--- config.mk ---
export PLATFORM = sky130hd
export DESIGN_NAME = ps2_led_cmd_controller
export DESIGN_NICKNAME = d
export VERILOG_FILES = /design/src/rtl/ps2_pkg.sv /design/src/rtl/ps2_timeout_timer.sv /design/src/rtl/ps2_led_cmd_controller.sv
export SDC_FILE = /design/constraint.sdc
export NUM_CORES = 1
export LEC_CHECK = 0
export BUFFER_PORTS_ARGS = -buffer_cell sky130_fd_sc_hd__buf_2
export CAP_MARGIN = 20
export CELL_PAD_IN_SITES_DETAIL_PLACEMENT = 0
export CELL_PAD_IN_SITES_GLOBAL_PLACEMENT = 1
export CORE_AREA = 10 10 100 102
export CTS_CLUSTER_SIZE = 24
export DETAILED_ROUTE_END_ITERATION = 12
export DIE_AREA = 0 0 110 112
export PLACE_DENSITY_LB_ADDON = 0.1
export SLEW_MARGIN = 20
export SYNTH_ARGS = -nofsm -noshare
export SYNTH_HDL_FRONTEND = slang
export SYNTH_SLANG_ARGS = --single-unit
--- constraint.sdc ---
create_clock -name clk -period 5 [get_ports clk]
set_input_delay 0.5 -clock clk [delete_from_list [all_inputs] [get_ports clk]]
set_output_delay 0.5 -clock clk [all_outputs]
set_load 0.01 [all_outputs]
--- src/rtl/ps2_pkg.sv ---
// ----------------------------------------------------------------------------
// ps2_pkg
// Shared constants and state type for the PS/2 keyboard command path.
//   PS2_CMD_SET_LED : host "set LEDs" command byte
//   PS2_ACK         : keyboard acknowledge byte
//   PS2_RESEND      : keyboard resend request byte
//   led_ctrl_state_t: sequencer state of ps2_led_cmd_controller
// ----------------------------------------------------------------------------
package ps2_pkg;

    localparam logic [7:0] PS2_CMD_SET_LED = 8'hED;
    localparam logic [7:0] PS2_ACK         = 8'hFA;
    localparam logic [7:0] PS2_RESEND      = 8'hFE;

    typedef enum logic [3:0] {
        ST_IDLE,
        ST_SEND_CMD,
        ST_WAIT_TX_CMD,
        ST_WAIT_ACK_CMD,
        ST_SEND_ARG,
        ST_WAIT_TX_ARG,
        ST_WAIT_ACK_ARG,
        ST_DONE,
        ST_ERROR
    } led_ctrl_state_t;

    // States in which the timeout counter runs.
    function automatic logic is_wait(input led_ctrl_state_t s);
        return (s == ST_WAIT_TX_CMD) || (s == ST_WAIT_ACK_CMD) ||
               (s == ST_WAIT_TX_ARG) || (s == ST_WAIT_ACK_ARG);
    endfunction

    // States in which the host owns the PS/2 lines (receiver gated off).
    function automatic logic is_tx_phase(input led_ctrl_state_t s);
        return (s == ST_SEND_CMD) || (s == ST_WAIT_TX_CMD) ||
               (s == ST_SEND_ARG) || (s == ST_WAIT_TX_ARG);
    endfunction

    function automatic logic is_busy(input led_ctrl_state_t s);
        return (s != ST_IDLE) && (s != ST_DONE) && (s != ST_ERROR);
    endfunction

endpackage

--- src/rtl/ps2_timeout_timer.sv ---
// ----------------------------------------------------------------------------
// ps2_timeout_timer
// Cycle counter for the sequencer's wait states.
//   clk, reset : system clock, synchronous active-high reset
//   clear      : restart the count from zero (wins over enable)
//   enable     : count this cycle
//   expired    : enable is high and the count has reached TIMEOUT_CYCLES-1,
//                i.e. this is the TIMEOUT_CYCLES-th enabled cycle since clear
// ----------------------------------------------------------------------------
module ps2_timeout_timer #(
    parameter int TIMEOUT_CYCLES = 2_000_000
) (
    input  logic clk,
    input  logic reset,
    input  logic clear,
    input  logic enable,
    output logic expired
);

    localparam int CW = $clog2(TIMEOUT_CYCLES + 1);
    localparam logic [CW-1:0] LAST = CW'(TIMEOUT_CYCLES - 1);

    logic [CW-1:0] r_count;
    logic          w_at_last;

    assign w_at_last = (r_count == LAST);
    assign expired   = enable && w_at_last;

    // Holds at LAST so a caller that lingers cannot wrap the count.
    always_ff @(posedge clk) begin
        if (reset || clear) begin
            r_count <= '0;
        end else if (enable && !w_at_last) begin
            r_count <= r_count + CW'(1);
        end
    end

endmodule

--- src/rtl/ps2_led_cmd_controller.sv ---
// ----------------------------------------------------------------------------
// ps2_led_cmd_controller
// Sends 0xED + LED argument to the keyboard through the PS/2 transmitter and
// waits for 0xFA after each byte, retrying on 0xFE or ACK timeout.
//   clk, reset   : system clock, synchronous active-high reset
//   led_req      : one-cycle LED update request, led_state {caps,num,scroll}
//   rx_done_tick : receiver byte strobe with rx_data
//   tx_idle      : transmitter ready; tx_done_tick: transmitter finished byte
//   rx_en        : receiver enable (low while the host drives the lines)
//   tx_start     : one-cycle transmit strobe, tx_data valid in same cycle
//   rx_claim     : current rx byte is an ACK/RESEND consumed here
//   busy, done_tick, error_tick : sequence status
// Optional feature macro: PS2_LED_PENDING_EN -- queue one request that arrives
// while a sequence is running (newest led_state wins); without it such
// requests are dropped.
// ----------------------------------------------------------------------------
module ps2_led_cmd_controller
    import ps2_pkg::*;
#(
    parameter int TIMEOUT_CYCLES = 2_000_000,
    parameter int MAX_RETRY      = 3
) (
    input  logic       clk,
    input  logic       reset,
    input  logic       led_req,
    input  logic [2:0] led_state,
    input  logic       rx_done_tick,
    input  logic [7:0] rx_data,
    input  logic       tx_idle,
    input  logic       tx_done_tick,
    output logic       rx_en,
    output logic       tx_start,
    output logic [7:0] tx_data,
    output logic       rx_claim,
    output logic       busy,
    output logic       done_tick,
    output logic       error_tick
);

    localparam int RW = (MAX_RETRY > 0) ? $clog2(MAX_RETRY + 1) : 1;
    localparam logic [RW-1:0] RETRY_LIMIT = RW'(MAX_RETRY);

    led_ctrl_state_t r_state, w_next;

    logic [RW-1:0] r_retry;
    logic [2:0]    r_led_state;
    logic          r_rx_en, r_tx_start, r_busy, r_done, r_error;
    logic [7:0]    r_tx_data;

    logic          w_tx_start_nxt;
    logic [7:0]    w_tx_data_nxt;
    logic          w_retry_clr, w_retry_inc;
    logic          w_ack, w_resend, w_expired, w_in_ack;
    logic          w_pend_valid;
    logic [2:0]    w_pend_state;

    assign w_ack    = rx_done_tick && (rx_data == PS2_ACK);
    assign w_resend = rx_done_tick && (rx_data == PS2_RESEND);
    assign w_in_ack = (r_state == ST_WAIT_ACK_CMD) || (r_state == ST_WAIT_ACK_ARG);

    // Only ACK/RESEND seen while awaiting an ACK belong to this block; any other
    // byte is a scan code and must still reach the key identifier / FIFO.
    assign rx_claim = w_in_ack && (w_ack || w_resend);

    ps2_timeout_timer #(
        .TIMEOUT_CYCLES(TIMEOUT_CYCLES)
    ) u_timer (
        .clk    (clk),
        .reset  (reset),
        .clear  (is_wait(w_next) && (w_next != r_state)),
        .enable (is_wait(r_state)),
        .expired(w_expired)
    );

`ifdef PS2_LED_PENDING_EN
    logic       r_pending;
    logic [2:0] r_pend_state;

    // Any request outside IDLE (including the DONE/ERROR cycle) is parked; IDLE
    // always consumes it because a pending flag forces the move to SEND_CMD.
    always_ff @(posedge clk) begin
        if (reset) begin
            r_pending    <= 1'b0;
            r_pend_state <= 3'b000;
        end else if (r_state == ST_IDLE) begin
            r_pending    <= 1'b0;
        end else if (led_req) begin
            r_pending    <= 1'b1;
            r_pend_state <= led_state;
        end
    end

    assign w_pend_valid = r_pending;
    assign w_pend_state = r_pend_state;
`else
    assign w_pend_valid = 1'b0;
    assign w_pend_state = 3'b000;
`endif

    // tx_start is registered, so the strobe for a SEND_* cycle is decided one
    // cycle earlier from tx_idle. A SEND_* state that has already strobed moves
    // on; one that has not keeps re-evaluating tx_idle.
    always_comb begin
        w_next         = r_state;
        w_tx_start_nxt = 1'b0;
        w_tx_data_nxt  = r_tx_data;
        w_retry_clr    = 1'b0;
        w_retry_inc    = 1'b0;
        unique case (r_state)
            ST_IDLE: begin
                if (led_req || w_pend_valid) begin
                    w_next         = ST_SEND_CMD;
                    w_tx_start_nxt = tx_idle;
                    w_tx_data_nxt  = PS2_CMD_SET_LED;
                    w_retry_clr    = 1'b1;
                end
            end
            ST_SEND_CMD: begin
                if (r_tx_start) w_next = ST_WAIT_TX_CMD;
                else            w_tx_start_nxt = tx_idle;
            end
            ST_WAIT_TX_CMD: begin
                if (tx_done_tick)   w_next = ST_WAIT_ACK_CMD;
                else if (w_expired) w_next = ST_ERROR;
            end
            ST_WAIT_ACK_CMD: begin
                if (w_ack) begin
                    w_next         = ST_SEND_ARG;
                    w_tx_start_nxt = tx_idle;
                    w_tx_data_nxt  = {5'b00000, r_led_state};
                    w_retry_clr    = 1'b1;
                end else if (w_resend || w_expired) begin
                    if (r_retry == RETRY_LIMIT) begin
                        w_next = ST_ERROR;
                    end else begin
                        w_next         = ST_SEND_CMD;
                        w_tx_start_nxt = tx_idle;
                        w_retry_inc    = 1'b1;
                    end
                end
            end
            ST_SEND_ARG: begin
                if (r_tx_start) w_next = ST_WAIT_TX_ARG;
                else            w_tx_start_nxt = tx_idle;
            end
            ST_WAIT_TX_ARG: begin
                if (tx_done_tick)   w_next = ST_WAIT_ACK_ARG;
                else if (w_expired) w_next = ST_ERROR;
            end
            ST_WAIT_ACK_ARG: begin
                if (w_ack) begin
                    w_next = ST_DONE;
                end else if (w_resend || w_expired) begin
                    if (r_retry == RETRY_LIMIT) begin
                        w_next = ST_ERROR;
                    end else begin
                        w_next         = ST_SEND_ARG;
                        w_tx_start_nxt = tx_idle;
                        w_retry_inc    = 1'b1;
                    end
                end
            end
            ST_DONE:  w_next = ST_IDLE;
            ST_ERROR: w_next = ST_IDLE;
            default:  w_next = ST_IDLE;
        endcase
    end

    always_ff @(posedge clk) begin
        if (reset) begin
            r_state     <= ST_IDLE;
            r_retry     <= '0;
            r_led_state <= 3'b000;
            r_rx_en     <= 1'b1;
            r_tx_start  <= 1'b0;
            r_tx_data   <= 8'h00;
            r_busy      <= 1'b0;
            r_done      <= 1'b0;
            r_error     <= 1'b0;
        end else begin
            r_state    <= w_next;
            r_tx_start <= w_tx_start_nxt;
            r_tx_data  <= w_tx_data_nxt;
            // Status outputs are decoded from the next state so they line up
            // with the state they describe.
            r_rx_en    <= !is_tx_phase(w_next);
            r_busy     <= is_busy(w_next);
            r_done     <= (w_next == ST_DONE);
            r_error    <= (w_next == ST_ERROR);

            if (w_retry_clr)      r_retry <= '0;
            else if (w_retry_inc) r_retry <= r_retry + RW'(1);

            // A fresh request beats a parked one: newest led_state wins.
            if (r_state == ST_IDLE) begin
                if (led_req)           r_led_state <= led_state;
                else if (w_pend_valid) r_led_state <= w_pend_state;
            end
        end
    end

    assign rx_en      = r_rx_en;
    assign tx_start   = r_tx_start;
    assign tx_data    = r_tx_data;
    assign busy       = r_busy;
    assign done_tick  = r_done;
    assign error_tick = r_error;

endmodule

Word level (Yosys, flattened, before mapping)
Index checks and enable logic that the tools add are counted.
{ "op_classes": {"add_sub_neg": 2, "n_eq_ne": 23, "n_mux": 30, "n_reduce_logical": 31} }
{ "ops": {"columns": ["operator", "count"], "rows": [
  ["4-bit two-way mux", 12],
  ["4-bit by 3-bit == test with 1-bit output (second input constant)", 7],
  ["4-bit one-hot mux with 7 select lines", 1],
  ["21-bit by 1-bit adder with 21-bit output (second input constant)", 1],
  ["21-bit == test (second input constant)", 1],
  ["4-bit by 2-bit == test with 1-bit output (second input constant)", 4],
  ["8-bit == test (second input constant)", 2],
  ["8-bit two-way mux", 2],
  ["8-bit one-hot mux with 2 select lines", 1],
  ["1-bit logical OR", 13],
  ["1-bit two-way mux", 12],
  ["4-bit by 1-bit == test with 1-bit output (second input constant)", 2],
  ["1-bit logical AND", 8],
  ["2-bit OR reduction", 3],
  ["4-bit == test (second input constant)", 1],
  ["4-bit zero test", 1],
  ["2-bit inequality test (second input constant)", 2],
  ["4-bit by 3-bit inequality test with 1-bit output (second input constant)", 1],
  ["4-bit inequality test", 1],
  ["4-bit inequality test (second input constant)", 1],
  ["1-bit one-hot mux with 4 select lines", 1],
  ["4-bit nonzero test", 1],
  ["3-bit AND reduction", 1],
  ["2-bit by 1-bit adder with 2-bit output (second input constant)", 1],
  ["other kinds (5)", 6]
]} }
{ "totals": {"regBits": 43, "input_bits": 17, "out_inout_bits": 14, "elab_cells": 96} }

Depth between registers and ports, before layout
{ "logic_depth": {"ltp_word": 15, "depth_mapped": 10, "mapped_depth_nobuf": 8} }

Modules after synthesis
Synthesis repeated with hierarchy kept, for this count alone.
{ "unflattened": {"cells_unflattened": 271, "hier_area_um2": 2194.6} }
{ "modules_own_cells": {"columns": ["mod", "instances", "cells_per_inst", "area_each_um2", "seq_area_each_um2"], "rows": [
  ["ps2_timeout_timer", 1, 139, 1103.6, 420.4],
  ["ps2_led_cmd_controller", 1, 132, 1091.0, 360.3]
]} }

Worst setup path before layout
Ideal clock, no wire load.
{ "synth_path": {"path_kind": "reg2reg", "start": "reg u_timer.r_count[0]", "end": "reg u_timer.r_count[20]", "setup_ns": 0.088, "arrival_ns": 2.482, "t_required_ns": 4.912, "slack_ns": 2.429, "path_stages_with_launch": 11, "n_path_buf": 2, "period_less_slack_ns": 2.571, "cell_sequence": "dfxtp_1 > ha_1 > and4bb_2 > nand4_2 > or3_1 > buf_2 > a311o_1 > xor2_1 > and3_4 > buf_6 > nor4_2"} }
{ "synth_between": {"elab_chain_len": 12, "elab_cells_between_ends": 24, "classes_between": "add/sub: 1; eq/ne: 6; mux: 8; reduce/logical: 9"} }
{ "synth_lines": {"columns": ["element", "line_no", "source"], "rows": [
  ["start: declaration", "ps2_timeout_timer.sv:23", "logic [CW-1:0] r_count;"],
  ["start signal: assignment", "ps2_timeout_timer.sv:34", "r_count <= r_count + CW'(1);"],
  ["21-bit == test", "ps2_timeout_timer.sv:26", "assign w_at_last = (r_count == LAST);"],
  ["1-bit logical AND", "ps2_timeout_timer.sv:27", "assign expired = enable && w_at_last;"],
  ["1-bit logical OR", "ps2_led_cmd_controller.sv:132, ps2_led_cmd_controller.sv:153", null],
  ["4-bit two-way mux (on tied branches)", "ps2_led_cmd_controller.sv:153, ps2_led_cmd_controller.sv:132", null],
  ["4-bit two-way mux (on tied branches)", "ps2_led_cmd_controller.sv:151, ps2_led_cmd_controller.sv:127", null],
  ["4-bit one-hot mux with 7 select lines", "ps2_led_cmd_controller.sv:109", "unique case (r_state)"],
  ["4-bit by 2-bit == test with 1-bit output", "ps2_pkg.sv:29", "return (s == ST_WAIT_TX_CMD) || (s == ST_WAIT_ACK_CMD) ||"],
  ["1-bit logical OR (2 in series)", "ps2_pkg.sv:29", null],
  ["1-bit logical OR", "ps2_pkg.sv:30", "(s == ST_WAIT_TX_ARG) || (s == ST_WAIT_ACK_ARG);"],
  ["1-bit logical AND", "ps2_led_cmd_controller.sv:70", ".clear (is_wait(w_next) && (w_next != r_state)),"],
  ["1-bit logical OR", "ps2_timeout_timer.sv:31", "if (reset || clear) begin"]
]} }
Parallel ways exist; a longest one is shown, timed or not.
A chain may end at the register's enable or synchronous reset.

Worst setup path after layout
{ "layout_path": {"start": "reg r_state[2]", "end": "reg u_timer.r_count[0]"} }
{ "layout_between": {"elab_chain_len": 15, "elab_cells_between_ends": 34, "classes_between": "eq/ne: 11; mux: 11; reduce/logical: 12"} }
{ "layout_lines": {"columns": ["element", "line_no", "source"], "rows": [
  ["start: declaration", "ps2_led_cmd_controller.sv:43", "led_ctrl_state_t r_state, w_next;"],
  ["start signal: assignment", "ps2_led_cmd_controller.sv:181", "r_state <= w_next;"],
  ["4-bit by 2-bit == test with 1-bit output", "ps2_pkg.sv:29, ps2_led_cmd_controller.sv:109", null],
  ["1-bit logical OR (2 in series)", "ps2_pkg.sv:29", null],
  ["1-bit logical OR", "ps2_pkg.sv:30", null],
  ["1-bit logical AND", "ps2_timeout_timer.sv:27", null],
  ["1-bit logical OR", "ps2_led_cmd_controller.sv:132, ps2_led_cmd_controller.sv:153", null],
  ["4-bit two-way mux (on tied branches)", "ps2_led_cmd_controller.sv:153, ps2_led_cmd_controller.sv:132", null],
  ["4-bit two-way mux (on tied branches)", "ps2_led_cmd_controller.sv:151, ps2_led_cmd_controller.sv:127", null],
  ["4-bit one-hot mux with 7 select lines", "ps2_led_cmd_controller.sv:109", null],
  ["4-bit by 2-bit == test with 1-bit output", "ps2_pkg.sv:29", null],
  ["1-bit logical OR (2 in series)", "ps2_pkg.sv:29", null],
  ["1-bit logical OR", "ps2_pkg.sv:30", null],
  ["1-bit logical AND", "ps2_led_cmd_controller.sv:70", null],
  ["1-bit logical OR", "ps2_timeout_timer.sv:31", null]
]} }
Parallel ways exist; a longest one is shown, timed or not.

==> out/metrics.cfg <==
[run_status]
status=completed

[setup_path]
worstPathArrival_ns=3.55
crit_chain=nor4bb_2, nor4b_1, or2_0, a311o_1, xor2_1, and3_4, nor4_1
r2r_cells=7
max_stage_delay_ns=0.78
r2r_slack_ns=1.59
crit_type=reg -> reg
crit_required_ns=5.14
crit_slowest_cell=nor4b_1
start_kind=register
crit_fanout=21
critPathCaptureType=register

[grt]
grt_antenna_before_repair=0
grt_max_degree=40
grt_pass1_vias=1984
grt.overflow.total=0
grt_util_all_layers_pct=10.16
grt_pass1_wl_mm=10.23

[clock_network]
post_cts_buffers=0
cts_root_buffer=clkbuf_8
ctsHtreeMaxLevel=2
postCtsHoldBufs=0
clock-sinks=39
cts_tree=done
clockBufferDepth=2
numCtsBuffers=5
clk_pin_slew_worst_paths_ns=0.09
cts.repair.resized=0
worstSkewPairLatency_ns=0.30

[route]
drtPass1Iterations=4
via_count=1965
antenna_left=0
first_iter_violations=88
viasPerCell=5.157
wl_per_cell_um=15.80
drc_errors=0
drt_wl_total_mm=6.018

[job]
cap_violations=0

[yosys]
synth_seq_area_share_pct=33.44
synth-edff-count=0
synth_top_family_by_area=simple AND/OR/NAND/NOR gates
syn-num-nets=276
yosys.area_share.simple_pct=36.87
synth_area_um2=2335
synthMuxAreaShare_pct=3.912
synth-xor-area-share_pct=8.628
async_flop_share_pct=0
synth_compound_area_share_pct=10.18
synth-seq-cells=39
synthCells=257
synth.avg_cell_area_um2=9.085
ys.flop_type=dfxtp_1
yosysWarnings=0
synthAdderAreaFrac_pct=1.072
synthDistinctLibCells=57

[sta]
max_slew.worst_pin.slew_ns=0.9372
worst_hold_slack_ns=0.4288
setup_slack_ns=1.595
setup_tns_ns=0
layout_min_cycle_time_ns=3.405
rsz0062_at_grt=no
hold_viol_final=0
final-max-slew-violation-count=0
max_clock_freq_mhz=293.7
setup_viol=0
clock_skew_ns=0.008057
maxSlewHeadroom_pct=37.52
post-route-period-util_pct=68.11

[placed_design]
io_buffer_count=29
dp_hpwl_mm=4.317
gp_congestion=0.7248
place_ws_ns=1.642

[finish]
antenna_cells=0
synthToLayoutAreaGrowth_pct=11.90
drive_above_1_share_pct=25.36
fin_nets=294
fillCellCount=860

[floorplanning]
die_x_um=110
fp.coreArea_um2=8051
die_h_um=112
rows=33
io_pins=31
dieArea_um2=12320
start_util_pct=29.00

[worst_hold_path]
hold_path_class=in -> reg
whs_path_depth=3

[power_and_ir_drop]
leakage_nw=0.8684
peakVddDrop_uv=78.34
power_density_nw_per_um2=231.6

-- metrics by stage --
stage | utilization [%] | area, um2 | std cells | power (W)
2_1_floorplan | - | 2335 | 257 | 0.0003714
3_3_place_gp | 31.27 | 2517 | 373 | 0.0003936
3_5_place_dp | 31.27 | 2517 | 373 | 0.0003929
4_1_cts | 32.37 | 2606 | 381 | 0.0006172
5_1_grt | 32.45 | 2613 | 381 | 0.0006369
6_report | 32.45 | 2613 | 381 | 0.0006051
-- registers in the layout, indices dropped and copies added (netlist names) --
name	cells
r_led_state	3
r_retry	2
error_tick	1
r_state	4
busy	1
u_timer.r_count	21
tx_data	4
done_tick	1
tx_start	1
rx_en	1
-- area by class of cell --
cell class	instances	area (um2)	share of cell area, %
Clock buffer	5	68.82	2.634
Tap cell	105	131.4	5.029
Timing Repair Buffer	31	160.2	6.130
Multi-Input combinational cell	192	1429	54.69
Sequential cell	39	780.7	29.89
Inverter	6	22.52	0.8621
Clock inverter	3	20.02	0.7663
-- layout by cell type (no fill, tap or decap), types with 3 or more instances in the layout --
| cell type | count |
|---|---|
| nor2_1 | 22 |
| buf_2 | 29 |
| xor2_1 | 11 |
| nand4_1 | 6 |
| nand3_1 | 13 |
| a211oi_1 | 3 |
| nor2b_1 | 9 |
| clkbuf_8 | 5 |
| dfxtp_1 | 39 |
| inv_1 | 6 |
| o41ai_1 | 3 |
| mux2i_1 | 8 |
| xnor2_1 | 12 |
| a21oi_1 | 5 |
| and3_1 | 5 |
| nor3_1 | 11 |
| o21ai_0 | 3 |
| nor4_2 | 21 |
| nand2_1 | 12 |
-- report_power, final --
part	internal (W)	leakage [nW]	switching, W	total [W]
clock network	0.0000973	0.0402	0.000123	0.000220
logic	0.0000242	0.512	0.0000364	0.0000606
registers	0.000317	0.317	0.00000679	0.000324
-- cell usage after synthesis (2+ instances only) --
master	n	area share, %
buf_6	2	0.96
buf_2	5	1.1
nand3_1	13	2.8
nor4_2	20	11
o21ai_0	3	0.64
o21bai_1	2	0.64
o211ai_1	2	0.64
xnor2_1	12	4.5
and3_1	5	1.3
nand4_1	6	1.6
nand2_1	12	1.9
a22oi_1	2	0.64
a31oi_1	2	0.54
xor2_1	11	4.1
a211oi_1	3	0.96
o31ai_1	2	0.64
dfxtp_1	39	33
inv_1	6	0.96
or3_1	2	0.54
nand3b_1	2	0.64
o41ai_1	3	1.1
buf_4	4	1.3
nor2b_1	9	2.4
nor3_1	11	2.4
clkbuf_1	8	1.3
a21oi_1	5	1.1
nor3b_1	2	0.64
nand2b_1	2	0.54
ha_1	2	1.1
and4bb_1	2	1.1
mux2i_1	8	3.4
nor2_1	23	3.7
nor4_1	3	0.80
-- cell families (layout without fill, tap and decap cells) --
group,Yosys count,count (layout)
flip-flops,39,39
adder cells (fa/ha/maj),2,2
multiplexers,9,9
buffers and inverters,26,45
AO/OA/AOI/OAI,32,32
XOR/XNOR,23,23
other,1,1
AND/OR/NAND/NOR,125,125
-- critical path, delay by kind of cell (launching register included) --
kind	cells	cell delay [ns]
XOR/XNOR	1	0.16
flip-flops	1	0.71
AO/OA/AOI/OAI	1	0.24
AND/OR/NAND/NOR	5	2.13
-- per-layer routing --
layer / global-route usage (%) / share of wire (%) / vias up
met5: 0 / 0 / -
met4: 3.819 / 1.3 / 0
met3: 2.884 / 5.1 / 7
met2: 16.09 / 49 / 58
met1: 12.60 / 45 / 928
li1: - / - / 972
-- worst paths after layout --
| check | endpoint | startpoint |
|---|---|---|
| max | u_timer.r_count[0] | r_state[2] |
| min | r_led_state[1] | led_state[1] |
| max reg2reg | u_timer.r_count[0] | r_state[2] |
| min reg2reg | tx_data[1] | tx_data[1] |
Power figures use the tool's default switching activity.
